## src/rtl/dht11_scheduler.sv

```systemverilog
`timescale 1ns/1ps
`default_nettype none
// ============================================================================
//  Module      : dht11_scheduler
//  Description : Read sequencer for the dht11_controller in the sensor path.
//                Pulses the controller reset to start a read. Waits for a
//                rising edge of its valid output or a timeout. Retries a failed
//                read after a back-off. Keeps the last good humidity and
//                temperature. Starts of any two reads are always at least
//                MIN_GAP_CYCLES apart. On-demand requests are also supported.
//  Ports       : clk, rst          - clock, asynchronous active-high reset
//                en                - allow new reads to start from idle
//                req               - one-cycle on-demand read request
//                sensor_rst        - reset pulse to the dht11_controller
//                sensor_valid/hum/temp - controller result inputs
//                humidity/temperature  - last accepted reading
//                data_ready        - one-cycle pulse on acceptance
//                sensor_ok         - last episode succeeded
//                busy              - pulse or measurement in progress
//                err_count         - saturating failed-attempt count
//  Options     : define RANGE_CHECK_EN to reject readings with
//                humidity > 100 or temperature > 60 (integer parts).
//  Revision    : 1.0 - initial release
// ============================================================================
module dht11_scheduler #(
    parameter int PERIOD_CYCLES    = 100000000,
    parameter int MIN_GAP_CYCLES   = 50000000,
    parameter int TIMEOUT_CYCLES   = 2500000,
    parameter int RETRY_GAP_CYCLES = 50000000,
    parameter int RST_PULSE_CYCLES = 4,
    parameter int MAX_RETRY        = 3
) (
    input  logic        clk,
    input  logic        rst,
    input  logic        en,
    input  logic        req,
    output logic        sensor_rst,
    input  logic        sensor_valid,
    input  logic [15:0] sensor_hum,
    input  logic [15:0] sensor_temp,
    output logic [15:0] humidity,
    output logic [15:0] temperature,
    output logic        data_ready,
    output logic        sensor_ok,
    output logic        busy,
    output logic [7:0]  err_count
);

    localparam logic [1:0] c_ST_WAIT    = 2'd0;
    localparam logic [1:0] c_ST_KICK    = 2'd1;
    localparam logic [1:0] c_ST_MEASURE = 2'd2;
    localparam logic [1:0] c_ST_RETRY   = 2'd3;

    localparam logic [31:0] c_PERIOD_LAST  = 32'(PERIOD_CYCLES - 1);
    localparam logic [31:0] c_TIMEOUT_LAST = 32'(TIMEOUT_CYCLES - 1);
    localparam logic [31:0] c_RETRY_LAST   = 32'(RETRY_GAP_CYCLES - 1);
    localparam logic [31:0] c_PULSE_LAST   = 32'(RST_PULSE_CYCLES - 1);
    localparam logic [31:0] c_MIN_GAP      = 32'(MIN_GAP_CYCLES);
    localparam logic [7:0]  c_MAX_RETRY    = 8'(MAX_RETRY);

    logic [1:0]  r_state;
    logic [1:0]  w_next;
    logic [31:0] r_timer;
    logic [31:0] r_gap;
    logic [7:0]  r_retry;
    logic        r_pending;
    logic        r_valid_q;
    logic        r_edge;

    logic        w_in_range;
    logic        w_timeout;
    logic        w_accept;
    logic        w_fail;
    logic        w_gap_ok;
    logic        w_enter_kick;

`ifdef RANGE_CHECK_EN
    assign w_in_range = (sensor_hum[15:8] <= 8'd100) && (sensor_temp[15:8] <= 8'd60);
`else
    assign w_in_range = 1'b1;
`endif

    assign w_timeout    = (r_timer == c_TIMEOUT_LAST);
    // An edge wins over a coincident timeout. A rejected edge fails the attempt.
    assign w_accept     = (r_state == c_ST_MEASURE) && r_edge && w_in_range;
    assign w_fail       = (r_state == c_ST_MEASURE) && !w_accept && (r_edge || w_timeout);
    // The gap count includes the first kick cycle. So gap >= MIN_GAP here
    // gives kick starts exactly MIN_GAP_CYCLES apart.
    assign w_gap_ok     = (r_gap >= c_MIN_GAP);
    assign w_enter_kick = (w_next == c_ST_KICK) && (r_state != c_ST_KICK);

    // ---------------------------------------------------------------- state
    always_ff @(posedge clk or posedge rst) begin
        if (rst) begin
            r_state <= c_ST_WAIT;
        end else begin
            r_state <= w_next;
        end
    end

    // ----------------------------------------------------------- next state
    always_comb begin
        w_next = r_state;
        case (r_state)
            c_ST_WAIT: begin
                if (en && ((r_timer == c_PERIOD_LAST) || (r_pending && w_gap_ok))) begin
                    w_next = c_ST_KICK;
                end
            end
            c_ST_KICK: begin
                if (r_timer == c_PULSE_LAST) begin
                    w_next = c_ST_MEASURE;
                end
            end
            c_ST_MEASURE: begin
                if (w_accept) begin
                    w_next = c_ST_WAIT;
                end else if (w_fail) begin
                    w_next = (r_retry < c_MAX_RETRY) ? c_ST_RETRY : c_ST_WAIT;
                end
            end
            c_ST_RETRY: begin
                // A retry finishes the episode even when en is low.
                if ((r_timer >= c_RETRY_LAST) && w_gap_ok) begin
                    w_next = c_ST_KICK;
                end
            end
            default: w_next = c_ST_WAIT;
        endcase
    end

    // -------------------------------------------------------------- outputs
    always_comb begin
        sensor_rst = (r_state == c_ST_KICK);
        busy       = (r_state == c_ST_KICK) || (r_state == c_ST_MEASURE);
    end

    // ---------------------------------------------------------------- timers
    always_ff @(posedge clk or posedge rst) begin
        if (rst) begin
            r_timer <= 32'd0;
        end else if (w_next != r_state) begin
            r_timer <= 32'd0;
        end else if ((r_state == c_ST_WAIT) && (r_timer == c_PERIOD_LAST)) begin
            // Hold here while disabled so a read starts as soon as en returns.
            r_timer <= r_timer;
        end else if ((r_state == c_ST_RETRY) && (r_timer >= c_RETRY_LAST)) begin
            r_timer <= r_timer;
        end else begin
            r_timer <= r_timer + 32'd1;
        end
    end

    always_ff @(posedge clk or posedge rst) begin
        if (rst) begin
            r_gap <= 32'd0;
        end else if (w_enter_kick) begin
            r_gap <= 32'd1;
        end else if (r_gap < c_MIN_GAP) begin
            r_gap <= r_gap + 32'd1;
        end
    end

    // ------------------------------------------------------ request latch
    always_ff @(posedge clk or posedge rst) begin
        if (rst) begin
            r_pending <= 1'b0;
        end else if (w_enter_kick) begin
            r_pending <= 1'b0;
        end else if (req) begin
            r_pending <= 1'b1;
        end
    end

    // ---------------------------------------------------- valid edge detect
    // The edge flag is forced low while the controller is held in reset.
    // Valid that stays high from before a kick never makes an edge.
    always_ff @(posedge clk or posedge rst) begin
        if (rst) begin
            r_valid_q <= 1'b0;
            r_edge    <= 1'b0;
        end else begin
            r_valid_q <= sensor_valid;
            r_edge    <= (r_state != c_ST_KICK) && sensor_valid && !r_valid_q;
        end
    end

    // ------------------------------------------------------ retry / status
    always_ff @(posedge clk or posedge rst) begin
        if (rst) begin
            r_retry     <= 8'd0;
            humidity    <= 16'd0;
            temperature <= 16'd0;
            data_ready  <= 1'b0;
            sensor_ok   <= 1'b0;
            err_count   <= 8'd0;
        end else begin
            data_ready <= w_accept;
            if (w_accept) begin
                humidity    <= sensor_hum;
                temperature <= sensor_temp;
                sensor_ok   <= 1'b1;
                r_retry     <= 8'd0;
            end else if (w_fail) begin
                if (err_count != 8'hFF) begin
                    err_count <= err_count + 8'd1;
                end
                if (r_retry < c_MAX_RETRY) begin
                    r_retry <= r_retry + 8'd1;
                end else begin
                    r_retry   <= 8'd0;
                    sensor_ok <= 1'b0;
                end
            end
        end
    end

endmodule
`default_nettype wire
```

## config.mk

```make
export PLATFORM = sky130hd
export DESIGN_NAME = dht11_scheduler
export DESIGN_NICKNAME = d
export VERILOG_FILES = /design/src/rtl/dht11_scheduler.sv
export SDC_FILE = /design/constraint.sdc
export NUM_CORES = 1
export LEC_CHECK = 0
export ABC_AREA = 1
export BUFFER_PORTS_ARGS = -buffer_cell sky130_fd_sc_hd__clkbuf_2
export CAP_MARGIN = 20
export CELL_PAD_IN_SITES_DETAIL_PLACEMENT = 1
export CELL_PAD_IN_SITES_GLOBAL_PLACEMENT = 1
export CORE_MARGIN = 2
export CORE_UTILIZATION = 45
export CTS_BUF_LIST = sky130_fd_sc_hd__clkbuf_2
export DETAILED_ROUTE_END_ITERATION = 10
export PLACE_DENSITY = 0.8
export SLEW_MARGIN = 20
export SYNTH_ARGS = -nofsm -noshare
export SYNTH_HDL_FRONTEND = slang
export SYNTH_SLANG_ARGS = --single-unit
```

## constraint.sdc

```tcl
create_clock -name clk -period 4.6 [get_ports clk]
set_clock_uncertainty 0.05 [all_clocks]
set_input_delay 0.46 -clock clk [delete_from_list [all_inputs] [get_ports clk]]
set_output_delay 0.46 -clock clk [all_outputs]
set_load 0.01 [all_outputs]
```

=== Word level (Yosys, flattened, before mapping) ===
Cells that the tools add are included.

* Register bits after elaboration: 119
* ROM bits: 0
* Input port bits: 37
* Word-level logic and storage cells: 77
* Memory bits (writable): 0
* Latch bits: 0
* Memories kept: 0

* Order comparisons: 4
* Div/mod/pow operators: 0
* Bitwise logic cells: 1
* Reductions and logical operators: 23
* Add/sub/neg operators: 4
* Shift-type cells: 0
* Equal/unequal tests: 13
* Muxes and demuxes: 20
* Multiply operators: 0

{| class="wikitable"
|+ Operator list
! cell !! number
|-
| two-way mux 32 bit || 5
|-
| adder 32 x 1 -> 32 bit, second input constant || 2
|-
| greater-or-equal comparator 32 x 26 -> 1 bit, second input constant || 2
|-
| == test 32 x 2 -> 1 bit, second input constant || 1
|-
| == test 32 x 22 -> 1 bit, second input constant || 1
|-
| == test 32 x 27 -> 1 bit, second input constant || 1
|-
| less-than comparator 32 x 26 -> 1 bit, second input constant || 1
|-
| two-way mux 8 bit || 3
|-
| adder 8 x 1 -> 8 bit, second input constant || 2
|-
| two-way mux 2 bit || 6
|-
| logical AND 1 bit || 11
|-
| less-than comparator 8 x 2 -> 1 bit, second input constant || 1
|-
| inequality test 8 bit, second input constant || 1
|-
| one-hot mux 2 bit (4 select lines) || 1
|-
| inequality test 2 bit, second input constant || 3
|-
| nonzero test 2 bit || 3
|-
| two-way mux 1 bit || 5
|-
| == test 2 x 1 -> 1 bit, second input constant || 2
|-
| == test 2 bit, second input constant || 2
|-
| AND reduction 2 bit || 2
|-
| logical OR 1 bit || 3
|-
| AND reduction 3 bit || 1
|-
| zero test 1 bit || 2
|-
| zero test 2 bit || 1
|-
| other kinds (3) || 3
|}

=== Depth between registers and ports, before layout ===
* Depth after elaboration: 11
* Mapped depth: 17
* Gate-level depth less buffers: 16

=== Worst setup path before layout ===
Ideal clock, no wire load.

* Path type: flip-flop to flip-flop
* From: register r_state[0]
* To: register r_gap[25]
* Required time: 4428 ps
* Path slack: 2423 ps
* Buffers on the path: 1
* Cell stages (with the launch flop): 17
* Period minus slack after synthesis: 2177 ps
* Arrival time: 2005 ps
* Library setup time: 122 ps
* Cells stage by stage: dfrtp_1 inv_1 ha_1 inv_1 nor2_1 nand3_1 nor2_2 nand3_2 nand2_1 nand3_1 nand3_2 nand2_1 clkinv_2 nand4_4 inv_4 buf_12 nor2_4

* Cells in the longest elaborated chain, start to end: 11
* Elaborated cells on any way between the ends: 19
* Classes of those cells: eq/ne: 5; mux: 7; reduce/logical: 7

{| class="wikitable"
|+ Ends and longest elaborated chain
! element !! RTL line !! text
|-
| start: declaration || 61 || <nowiki>logic [1:0] r_state;</nowiki>
|-
| start signal: assignment || 95 || <nowiki>r_state <= c_ST_WAIT;</nowiki>
|-
| start signal: assignment || 97 || <nowiki>r_state <= w_next;</nowiki>
|-
| == test 2 bit || 85, 86, 104 ||
|-
| logical AND 1 bit || 85 || <nowiki>assign w_accept = (r_state == c_ST_MEASURE) && r_edge && w_in_range;</nowiki>
|-
| zero test 1 bit || 86 || <nowiki>assign w_fail = (r_state == c_ST_MEASURE) && !w_accept && (r_edge || w_timeout);</nowiki>
|-
| logical AND 1 bit (2 in series) || 86 ||
|-
| two-way mux 2 bit || 118 || <nowiki>end else if (w_fail) begin</nowiki>
|-
| two-way mux 2 bit || 116 || <nowiki>if (w_accept) begin</nowiki>
|-
| one-hot mux 2 bit (4 select lines) * || 104 || <nowiki>case (r_state)</nowiki>
|-
| via w_next[0] || 62 || <nowiki>logic [1:0] w_next;</nowiki>
|-
| == test 2 x 1 -> 1 bit * || 90 || <nowiki>assign w_enter_kick = (w_next == c_ST_KICK) && (r_state != c_ST_KICK);</nowiki>
|-
| logical AND 1 bit * || 90 ||
|-
| two-way mux 32 bit or nonzero test 2 bit (tied branches) || - ||
|-
| end signal: assignment || 160 || <nowiki>r_gap <= r_gap + 32'd1;</nowiki>
|-
| end: declaration || 64 || <nowiki>logic [31:0] r_gap;</nowiki>
|}

The timed path passes the listed nets; every way through them passes the cells marked *.
A chain may end at the register's enable or synchronous reset.

=== Worst setup path after layout ===
* From: register r_state[0]
* To: register r_timer[19]

* Cells in the longest elaborated chain, start to end: 11
* Elaborated cells on any way between the ends: 21
* Classes of those cells: eq/ne: 6; mux: 7; reduce/logical: 8

{| class="wikitable"
|+ Ends and longest elaborated chain
! element !! RTL line !! text
|-
| == test 2 bit || 85, 86, 104 ||
|-
| logical AND 1 bit || 85 ||
|-
| zero test 1 bit || 86 ||
|-
| logical AND 1 bit (2 in series) || 86 ||
|-
| two-way mux 2 bit || 118 ||
|-
| two-way mux 2 bit || 116 ||
|-
| one-hot mux 2 bit (4 select lines) || 104 ||
|-
| inequality test 2 bit || 142 || <nowiki>end else if (w_next != r_state) begin</nowiki>
|-
| inequality test 2 bit (no source line) || - ||
|-
| AND reduction 2 bit (no source line) || - ||
|-
| end signal: assignment || 146 || <nowiki>r_timer <= r_timer;</nowiki>
|-
| end signal: assignment || 148 || <nowiki>r_timer <= r_timer;</nowiki>
|-
| end signal: assignment || 150 || <nowiki>r_timer <= r_timer + 32'd1;</nowiki>
|-
| end: declaration || 63 || <nowiki>logic [31:0] r_timer;</nowiki>
|}

Several ways; a longest one is shown, not always the timed one.

==> impl_metrics.py <==
metrics = {
    "yosys": {
        "synth_nets": 844,
        "avgSynthCellArea_um2": 8.03,
        "synth-simple-area-share": 0.352,
        "ys_ff_latch": 119,
        "synth_top_family_by_area": "simple AND/OR/NAND/NOR gates",
        "synthArstFlopShare": 1.00,
        "yosysWarningCount": 0,
        "synth_edf_count": 0,
        "synth-compound-area-share": 0.0186,
        "synth_cell_types": 39,
        "synth_area_mm2": 0.00639,
        "yosysSeqAreaShare": 0.466,
        "synthMuxAreaShare": 0.00176,
        "syn-instance-count": 796,
        "synth-main-ff-cell": "dfrtp_1",
        "synth-xor-area-share": 0.0617,
        "synthAdderAreaFrac": 0.0215,
    },
    "setup_path": {
        "path_max_fanout": 32,
        "crit_type": "register to register",
        "cp_top_family": "simple AND/OR/NAND/NOR gates",
        "cp_num_buf_inv": 2,
        "worstPathRequired_ps": 5180,
        "crit_chain": "inv_1 -> ha_1 -> inv_1 -> nor2_1 -> nand3_1 -> nor2_2 -> nand4_2 -> nand3_1 -> nand3_2 -> nand2_1 -> nand2_1 -> nand2_1 -> nand3_4 -> nor2_1",
        "crit_arrival_ps": 3510,
        "start_kind": "register",
        "cpMostUsedCell": "nand2_1",
        "critPathSlowestCell": "dfrtp_1",
        "endpoint_kind": "register",
        "critPathMaxStageDelay_ps": 520,
    },
    "clock_network": {
        "clk_pin_slew_ps": 250,
        "ctsHoldBuffers": 35,
        "cts_buffers": 17,
        "clock_sinks": 119,
        "cts_tree": "yes",
        "cts_max_path_buffers": 2,
        "cts_resized": 0,
        "cts_root_buf": "clkbuf_2",
        "htree_levels": 4,
        "clk_latency_ps": 770,
        "cts_setup_buffers": 0,
    },
    "outcome": {
        "status": "finished, final reports clean",
    },
    "routing": {
        "dr.first_iter.drc_count": 291,
        "ant_nets": 0,
        "post_drt_wl_per_cell_um": 16.7,
        "wl_um": 18500,
        "dr.pass1.iters": 4,
        "vias": 5665,
        "via_per_inst": 5.09,
        "drcViolationCount": 0,
    },
    "timing": {
        "final_hold_viol_count": 0,
        "fin_crit_ps": 2920,
        "slew_viol_final": 0,
        "fin_tns_setup_ps": 0,
        "fmax_ghz": 0.342,
        "worst_pin_slew_ps": 908,
        "rsz0062_at_grt": "false",
        "finalCritPeriodShare": 0.636,
        "relSlewSlack": 0.394,
        "setup_viol": 0,
    },
    "grt": {
        "grt_pass1_vias": 6225,
        "grt_start_max_net_pins": 73,
        "grt_usage": 0.261,
        "grt_pass1_wl_um": 30600,
        "overflow": 0,
        "antenna_found_initial": 1,
    },
    "floorplanning": {
        "pin_count": 81,
        "rows": 43,
        "die-area_mm2": 0.0152,
        "initial_core_util": 0.460,
        "fp.dieH_um": 123,
        "die_x_um": 123,
        "coreArea_mm2": 0.0139,
    },
    "cells_and_area": {
        "drive_above_1_share": 0.222,
        "fin_cells": 1113,
        "syn_to_final_growth_pct": 17.3,
        "final_common_cell": "nand2_1",
        "nNetsFinal": 967,
        "n_fill_cell": 1742,
        "layout_common_cells": "221 x nand2_1, 119 x dfrtp_1, 103 x nor2_1",
    },
    "job": {
        "max-cap-violations": 0,
    },
    "placement": {
        "dp.cells": 1044,
        "dpl.hpwl_um": 11700,
        "gp_congestion": 0.874,
        "portBuffers": 80,
    },
    "pwr": {
        "ir_drop_v": 0.000303,
        "cellPowerDensity_mw_per_mm2": 431,
        "p_leak_nw": 3.71,
    },
    "min_path": {
        "hp-class": "input pin to register",
    },
}
==> state kept, by name, indices dropped and copies added (netlist names), 2 cells and up <==
name         count
r_gap           32
r_timer         32
humidity        16
temperature     16
err_count        8
r_retry          8
r_state          2
==> cells by family (layout without fill, tap and decap cells) <==
group                    after synthesis  count (layout)
other                                  0               1
buffers and inverters                110             246
AND/OR/NAND/NOR                      491             491
adder cells (fa/ha/maj)               11              11
XOR/XNOR                              45              45
flip-flops                           119             119
AO/OA/AOI/OAI                         19              19
multiplexers                           1               1
==> power by group <==
part | switching [mW] | total [mW] | internal (mW)
clock | 0.483 | 0.693 | 0.210
sequential | 0.157 | 1.39 | 1.24
combinational | 0.799 | 1.14 | 0.345
==> synthesized netlist by cell type (2+ instances only) <==
cell,n,area (um2)
nor2_2,60,375
o21bai_1,3,22.5
inv_2,8,30.0
ha_1,11,138
xor2_1,34,298
nor2_1,103,387
buf_12,3,60.1
nor3_1,18,90.1
nand3b_1,2,15.0
clkbuf_1,6,22.5
buf_6,4,45.0
nand4_1,24,150
nand2_1,221,830
nand3_2,5,50.1
o21ai_0,9,45.0
nand3_1,43,215
xnor2_1,11,96.3
o22ai_1,2,12.5
dfrtp_1,119,2980
nand2_2,8,50.1
inv_1,84,315
==> metrics by stage <==
stage | power, mW | area, um2 | util | worst slack, ps | hold WS (ps)
global placement | 2.43 | 6900 | 0.497 | 1860 | 363
CTS | 3.21 | 7480 | 0.539 | 1650 | 75.6
detailed placement | 2.50 | 6900 | 0.497 | 1720 | 349
global route | 3.43 | 7500 | 0.540 | 1360 | 111
floorplan | 2.27 | 6390 | - | 933 | 327
finish | 3.23 | 7500 | 0.540 | 1680 | 104
==> final timing paths <==
path | end | slack, ps | cells after the start | start
max reg2reg | r_timer[19] | 1680 | 14 | r_state[0]
max | r_timer[19] | 1680 | 14 | r_state[0]
min in group asynchronous | r_gap[23] | 340 | 3 | rst
max in group asynchronous | temperature[10] | 3220 | 4 | rst
min reg2reg | r_edge | 380 | 1 | r_valid_q
min | r_state[0] | 100 | 5 | en
==> metal layers <==
metal	up-vias	wire (um)	global-route usage
met5	-	0	0
met4	0	447	0.0966
met3	31	693	0.0618
met2	121	9290	0.444
met1	2799	8110	0.322
li1	2714	-	-
==> worst register-to-register path, cell delays in order (launching register included) <==
cell and delay [ps]:
dfrtp_1 520, inv_1 180, ha_1 200, inv_1 50, nor2_1 180, nand3_1 120
nor2_2 170, nand4_2 120, nand3_1 130, nand3_2 90, nand2_1 120, nand2_1 80
nand2_1 120, nand3_4 420, nor2_1 250
==> layout make-up <==
| cell class | instances | area [um2] | share of cell area |
|---|---|---|---|
| Antenna cell | 1 | 2.50 | 0.000334 |
| Clock buffer | 18 | 90.1 | 0.0120 |
| Clock inverter | 14 | 139 | 0.0185 |
| Inverter | 95 | 363 | 0.0484 |
| Multi-Input combinational cell | 567 | 2910 | 0.389 |
| Sequential cell | 119 | 2980 | 0.397 |
| Tap cell | 180 | 225 | 0.0300 |
| Timing Repair Buffer | 119 | 788 | 0.105 |
Note: power is estimated with default switching activity, not from simulation.
